--- src/rtl/decode_stage_pipe.sv ---
// SimpleRISC decode stage: field/flag/immediate decode buffered in a DEPTH-entry valid/ready FIFO.
// Optional RAW scoreboard with writeback ports is enabled by defining DECODE_SCOREBOARD_EN.
module decode_stage_pipe #(
  parameter int INSTR_W = 32,
  parameter int RADDR_W = 4,
  parameter int RA_REG  = 15,
  parameter int DEPTH   = 2
) (
  input  logic               clk,
  input  logic               rst,
  input  logic               flush,
  input  logic               in_valid,
  output logic               in_ready,
  input  logic [INSTR_W-1:0] instr,
  output logic               out_valid,
  input  logic               out_ready,
  output logic [RADDR_W-1:0] rs1,
  output logic [RADDR_W-1:0] rs2,
  output logic [RADDR_W-1:0] rd,
  output logic               use_rs1,
  output logic               use_rs2,
  output logic               wr_rd,
  output logic               is_imm,
  output logic [31:0]        imm,
`ifdef DECODE_SCOREBOARD_EN
  input  logic               wb_valid,
  input  logic [RADDR_W-1:0] wb_rd,
`endif
  output logic [4:0]         op
);

  localparam int PTR_W = (DEPTH > 1) ? $clog2(DEPTH) : 1;
  localparam int CNT_W = $clog2(DEPTH) + 1;

  typedef struct packed {
    logic [RADDR_W-1:0] rs1;
    logic [RADDR_W-1:0] rs2;
    logic [RADDR_W-1:0] rd;
    logic               use_rs1;
    logic               use_rs2;
    logic               wr_rd;
    logic               is_imm;
    logic [31:0]        imm;
    logic [4:0]         op;
  } entry_t;

  logic [4:0]         opc;
  logic               i_bit;
  logic [RADDR_W-1:0] f_rd;
  logic [RADDR_W-1:0] f_rs1;
  logic [RADDR_W-1:0] f_rs2;
  logic [31:0]        mod_imm;
  logic [31:0]        off_imm;
  entry_t             dec;

  assign opc     = instr[31:27];
  assign i_bit   = instr[26];
  assign f_rd    = RADDR_W'(instr[25:22]);
  assign f_rs1   = RADDR_W'(instr[21:18]);
  assign f_rs2   = RADDR_W'(instr[17:14]);
  assign off_imm = {{5{instr[26]}}, instr[26:0]};

  always_comb begin
    mod_imm = {{16{instr[15]}}, instr[15:0]};
    case (instr[17:16])
      2'b01:   mod_imm = {16'h0000, instr[15:0]};
      2'b10:   mod_imm = {instr[15:0], 16'h0000};
      default: mod_imm = {{16{instr[15]}}, instr[15:0]};
    endcase
  end

  // Unused fields stay zero; undefined opcodes fall through as nop.
  always_comb begin
    dec    = '0;
    dec.op = opc;
    case (opc)
      5'b00101: begin
        dec.rs1     = f_rs1;
        dec.use_rs1 = 1'b1;
        dec.rs2     = i_bit ? '0 : f_rs2;
        dec.use_rs2 = !i_bit;
        dec.is_imm  = i_bit;
        dec.imm     = i_bit ? mod_imm : 32'h0;
      end
      5'b01000, 5'b01001: begin
        dec.rd      = f_rd;
        dec.wr_rd   = 1'b1;
        dec.rs2     = i_bit ? '0 : f_rs2;
        dec.use_rs2 = !i_bit;
        dec.is_imm  = i_bit;
        dec.imm     = i_bit ? mod_imm : 32'h0;
      end
      5'b01101: ;
      5'b01110: begin
        dec.rd      = f_rd;
        dec.wr_rd   = 1'b1;
        dec.rs1     = f_rs1;
        dec.use_rs1 = 1'b1;
        dec.is_imm  = 1'b1;
        dec.imm     = mod_imm;
      end
      5'b01111: begin
        dec.rs1     = f_rs1;
        dec.use_rs1 = 1'b1;
        dec.rs2     = f_rd;
        dec.use_rs2 = 1'b1;
        dec.is_imm  = 1'b1;
        dec.imm     = mod_imm;
      end
      5'b10000, 5'b10001, 5'b10010: dec.imm = off_imm;
      5'b10011: begin
        dec.rd    = RADDR_W'(RA_REG);
        dec.wr_rd = 1'b1;
        dec.imm   = off_imm;
      end
      5'b10100: begin
        dec.rs1     = RADDR_W'(RA_REG);
        dec.use_rs1 = 1'b1;
      end
      default: begin
        if (opc <= 5'b01100) begin
          dec.rd      = f_rd;
          dec.wr_rd   = 1'b1;
          dec.rs1     = f_rs1;
          dec.use_rs1 = 1'b1;
          dec.rs2     = i_bit ? '0 : f_rs2;
          dec.use_rs2 = !i_bit;
          dec.is_imm  = i_bit;
          dec.imm     = i_bit ? mod_imm : 32'h0;
        end
      end
    endcase
  end

  entry_t             mem [DEPTH];
  logic [PTR_W-1:0]   wptr_reg;
  logic [PTR_W-1:0]   rptr_reg;
  logic [CNT_W-1:0]   count_reg;
  logic               full;
  logic               push;
  logic               pop;
  logic               stall;
  entry_t             head;

  assign full      = (count_reg == CNT_W'(DEPTH));
  assign out_valid = (count_reg != '0);
  assign pop       = out_valid && out_ready;
  assign push      = in_valid && in_ready;
  // A pop in the same cycle frees a slot, so a full FIFO still streams one-in/one-out.
  assign in_ready  = (!full || out_ready) && !stall;

`ifdef DECODE_SCOREBOARD_EN
  logic [2**RADDR_W-1:0] pending_reg;

  generate
    for (genvar gi = 0; gi < 2**RADDR_W; gi++) begin : g_pending
      always_ff @(posedge clk or negedge rst) begin
        if (!rst) begin
          pending_reg[gi] <= 1'b0;
        end else if (flush) begin
          pending_reg[gi] <= 1'b0;
        end else if (push && dec.wr_rd && (dec.rd == RADDR_W'(gi))) begin
          pending_reg[gi] <= 1'b1;
        end else if (wb_valid && (wb_rd == RADDR_W'(gi))) begin
          pending_reg[gi] <= 1'b0;
        end
      end
    end
  endgenerate

  assign stall = (dec.use_rs1 && pending_reg[dec.rs1]) ||
                 (dec.use_rs2 && pending_reg[dec.rs2]);
`else
  assign stall = 1'b0;
`endif

  always_ff @(posedge clk) begin
    if (push) begin
      mem[wptr_reg] <= dec;
    end
  end

  always_ff @(posedge clk or negedge rst) begin
    if (!rst) begin
      wptr_reg  <= '0;
      rptr_reg  <= '0;
      count_reg <= '0;
    end else if (flush) begin
      wptr_reg  <= '0;
      rptr_reg  <= '0;
      count_reg <= '0;
    end else begin
      if (push) wptr_reg <= wptr_reg + PTR_W'(1);
      if (pop)  rptr_reg <= rptr_reg + PTR_W'(1);
      if (push && !pop)      count_reg <= count_reg + CNT_W'(1);
      else if (!push && pop) count_reg <= count_reg - CNT_W'(1);
    end
  end

  // Empty FIFO presents zeros so stale or unwritten entries never leak out.
  assign head    = out_valid ? mem[rptr_reg] : '0;
  assign rs1     = head.rs1;
  assign rs2     = head.rs2;
  assign rd      = head.rd;
  assign use_rs1 = head.use_rs1;
  assign use_rs2 = head.use_rs2;
  assign wr_rd   = head.wr_rd;
  assign is_imm  = head.is_imm;
  assign imm     = head.imm;
  assign op      = head.op;

endmodule

--- config.mk ---
export PLATFORM = sky130hd
export DESIGN_NAME = decode_stage_pipe
export DESIGN_NICKNAME = d
export VERILOG_FILES = /design/src/rtl/decode_stage_pipe.sv
export SDC_FILE = /design/constraint.sdc
export NUM_CORES = 1
export LEC_CHECK = 0
export ABC_AREA = 1
export CAP_MARGIN = 25
export CORE_MARGIN = 5
export CORE_UTILIZATION = 57
export CTS_BUF_LIST = sky130_fd_sc_hd__clkbuf_4
export CTS_CLUSTER_SIZE = 24
export DETAILED_ROUTE_END_ITERATION = 7
export PLACE_DENSITY = 0.93
export SYNTH_ARGS = -nofsm -noshare
export SYNTH_HDL_FRONTEND = slang
export SYNTH_SLANG_ARGS = --single-unit
--- constraint.sdc ---
create_clock -name clk -period 4.7 [get_ports clk]
set_input_delay 0.94 -clock clk [delete_from_list [all_inputs] [get_ports clk]]
set_output_delay 0.94 -clock clk [all_outputs]
set_load 0.02 [all_outputs]
======== Yosys cells after proc, flatten, opt, wreduce, memory -nomap -nowiden ========
Memories as Yosys holds them, arrays and structs flattened.
Cells that the tools add are included.
storage, ports and cells
  memories ................................ 1
  bits in registers ....................... 4
  input port bits ......................... 37
  output and inout bits ................... 55
  bits in writable memories ............... 106
  word-level logic and storage cells ...... 70
memory list
  memory  words  width  rd ports  clocked after memory_dff  write ports  RTL line  RTL
  mem     2      53     1         0                         1            135       entry_t mem [DEPTH];
cells by class
  reductions and logical operators ........ 25
  multiplexer cells ....................... 22
  add/sub/neg operators ................... 4
  magnitude comparators ................... 1
  equal/unequal tests ..................... 14
operators with widths
  cell                  number
  $pmux W32 S4          1
  $pmux W32 S2          1
  $mux W53              1
  $mux W48              1
  $pmux W4 S3           3
  $mux W32              1
  $eq A5 B4 Y1 const B  5
  $eq A5 B5 Y1 const B  5
  $reduce_or A7 Y1      3
  $reduce_or A4 Y1      3
  $reduce_or A3 Y1      3
  $mux W1               6
  $mux W2               3
  $pmux W1 S3           2
  $reduce_bool A2 Y1    3
  $reduce_or A6 Y1      1
  $eq A5 B3 Y1 const B  1
  $le A5 B4 Y1 const B  1
  $eq A2 B2 Y1 const B  2
  $logic_and A1 B1 Y1   4
  $logic_not A1 Y1      4
  $mux W4               1
  $pmux W1 S2           2
  $reduce_or A2 Y1      2
  other kinds (6)       7

======== Logic depth before layout (Yosys ltp) ========
  word-level depth ........................ 9
  mapped depth ............................ 12
  gate-level depth less buffers ........... 10

======== Least setup slack after synthesis ========
No wires, ideal clock.
  kind .................................... input -> register
  start point ............................. input out_ready
  end point ............................... memory mem[0][0] (netlist bit), enable pin
  data required time ...................... 4.236 ns
  arrival ................................. 3.597 ns
  stages .................................. 4
  library setup time ...................... 0.464 ns
  buffers on the path ..................... 0
  path slack .............................. 0.639 ns
  cells stage by stage .................... inv_1 -> nand3_1 -> nand2_1 -> nor2_1
between the ends
  cells in the longest elaborated chain, start to end .. 4
ends and longest elaborated chain
  what                           RTL line  RTL
  start: declaration             16        input logic out_ready,
  $logic_or A1 B1 Y1             150       assign in_ready = (!full || out_ready) && !stall;
  named net in_ready             13        output logic in_ready,
  $logic_and A1 B1 Y1            148       assign push = in_valid && in_ready;
  $mux W1                        178       if (push) begin
  $mux W1 (not written as such)  179       mem[wptr_reg] <= dec;
  end: declaration               135
The timed path passes the listed nets, and every way through them passes these cells.

======== Worst setup path in the final report ========
  start point ............................. register rptr_reg
  end point ............................... output imm[17]
between the ends
  cells in the longest elaborated chain, start to end .. 2
ends and longest elaborated chain
  what                      RTL line  RTL
  start: declaration        137       logic [PTR_W-1:0] rptr_reg;
  start signal: assignment  194       if (pop) rptr_reg <= rptr_reg + PTR_W'(1);
  $mem_v2 Z2 W53            n/a
  $mux W53                  201       assign head = out_valid ? mem[rptr_reg] : '0;
  end: declaration          24        output logic [31:0] imm,
No other way between the ends.

==> metrics <==
Async S/R FF share, synth 0.0364; antenna violations before repair 0; final worst slack 1.04 ns; worst slack, placed 1.16 ns; #FFs+latches synth 110; VDD IR-drop max 0.188 mV; Startpoint Class register; Initial Util 0.586; antenna viol nets, final 0; Final nets 924; Setup TNS 0 ns; post-CTS resize count 0; final setup violation count 0; Worst Path Class, Setup reg -> out; register area share after synthesis 0.514; max FFs per register 106; most instantiated cells after synthesis 333 x nand2_1, 117 x nor2_1, 106 x edfxtp_1; Hold-fix buffers, CTS 0; TritonCTS clock tree yes; M1 WL 6130 um; cell count after synthesis between 800 and 900; CP max FO 55; leak pwr 3.20 nW; largest net degree at the start of global routing 56; CTS sink cnt 110; worst rel slew slack 0.345; status finished clean; Hold Crit Class reg -> reg; drt total wl 16,000 um; Req. time, crit path 3.76 ns; number of global-route vias before repair 5,385; post-synthesis cell type count 25; IO buf count 91; Yosys top cell area share 0.499; Pwr per Cell Area 344 nW/um2; clk_lat worst skew 0.48 ns; Clock Pin Slew Worst Setup and Hold Paths 0.17 ns; CTS Root Cell clkbuf_4; core area 10,900 um2; area grow syn2layout 17.4%; routed vias 5,801; Yosys top cell by area edfxtp_1; ANT cells 0; Most used DFF post-synth edfxtp_1; period utilization 0.779; TritonCTS buffer count 9; # IOs 92; Least-Margin Pin Slew approximately 1 ns; layout cell share with drive strength beyond 1 0.0427; CP delay by family, top buffers and inverters; # rows 38; Synthesized Nets 863; Chip Height 116 um; routed len/inst 15.5 um; vias per cell 5.63; Die X approximately 120 um; DP HPWL just over 10,000 um; Final Wtd Congestion between 0.9 and 1; Longest Clk Path Bufs 2; total chip power 2.58 mW; most numerous cell in the Yosys netlist nand2_1; final-report max-slew violation count 0; First-pass DRT Iterations 6; EDFF count, synth 106; clock skew after layout ~0.011 ns; global-route wire length before repair roughly 26,000 um; critical path buffer and inverter count 2; Worst path max stage delay 0.71 ns; H-Tree Depth 3; Setup Buffers After CTS 0; Period minus WS final 3.66 ns; Worst setup EP type primary output; die area 13,400 um2; Post-Syn Area 6380 um2; final count of hold timing violations 0; Crit-path slowest cell inv_2; GRT Residual Overflow 0; Tot GR Track Use 0.244; drt drc 0; crit path cell chain inv_2 > nand2_1 > a21oi_1 > clkdlybuf4s50_1; DR top layer met4; FMAX 273 MHz; Mean Syn Cell Area 7.75 um2; DR iter-0 viols between 600 and 700; met2 WL post-DR 7880 um; Max-cap violations 0; RSZ-0062 raised after global routing no; yosys warns 0; largest cells by area after synthesis edfxtp_1 50%, nand2_1 20%, nor2_1 6.9%; critical path arrival ~2.7 ns; routed wl met3 1490 um
power by group:
part           leakage (nW)  internal (mW)  switching, mW
Sequential             1.07           1.18         0.0246
Combinational          2.05          0.316          0.546
Clock                0.0789          0.175          0.341
cells in the final DEF (no fill, tap or decap), types with 3 or more instances in the layout:
cell               n
inv_2              4
nand2_1          333
a21boi_0           5
nor2_1           114
o21ai_0            3
a21oi_1           66
nor2_4             4
clkdlybuf4s50_1   91
nor3_1            17
nand3_1           32
nand3b_1          36
inv_1             41
edfxtp_1         106
clkbuf_4           9
buf_4              7
dfrtp_1            4
worst register-to-register path, cell delays in order (launching register included):
cell and delay, ns:
dfrtp_1 0.48, nor2_4 0.42, buf_4 0.47, inv_1 0.15, nand2_1 0.11, nand4_1 0.08
nand2_1 0.09, inv_1 0.04, nand2_1 0.05, nand2_1 0.05
through the flow:
stage                util  instance area, um2  hold slack (ns)  std cells
detailed placement  0.672                7310            0.586       1013
floorplan               -                6380            0.516        824
global placement    0.670                7300            0.584       1012
global route        0.688                7490            0.640       1030
CTS                 0.686                7470            0.623       1029
finish              0.688                7490            0.625       1030
metal layers:
metal  GRT usage  up-vias
met2       0.425      310
li1            -     2786
met4      0.0858        0
met1       0.310     2657
met3      0.0397       48
met5           0        -
final timing paths:
check / start / end / slack [ns] / depth (start not counted)
min in group asynchronous: rst / count_reg[0] / 0.64 / 1
max in group asynchronous: rst / wptr_reg / 3.89 / 1
worst min-delay path: count_reg[0] / count_reg[0] / 0.63 / 2
worst max-delay path: rptr_reg / imm[17] / 1.04 / 4
worst max register to register: count_reg[0] / count_reg[1] / 2.69 / 9
worst min register to register: count_reg[0] / count_reg[0] / 0.63 / 2
area by class of cell:
class                      count  area [um2]
multi-input combinational    619        2710
clock buffer                   9        67.6
tap                          140         175
timing repair buffer         100         998
sequential                   110        3280
inverter                      45         169
fill                         861        3400
clock inverter                 7        92.6
kinds of logic (layout without fill, tap and decap cells):
kind of cell               after synthesis  count (layout)  share of synthesized area
and+or+nand+nor                        543             543                      0.357
buffers and inverters                   95             161                     0.0651
adders and majority gates                2               2                    0.00392
DFF                                    110             110                      0.514
AOI/OAI and AO/OA                       74              74                     0.0600
No activity file was read; power rests on OpenSTA's default activity.
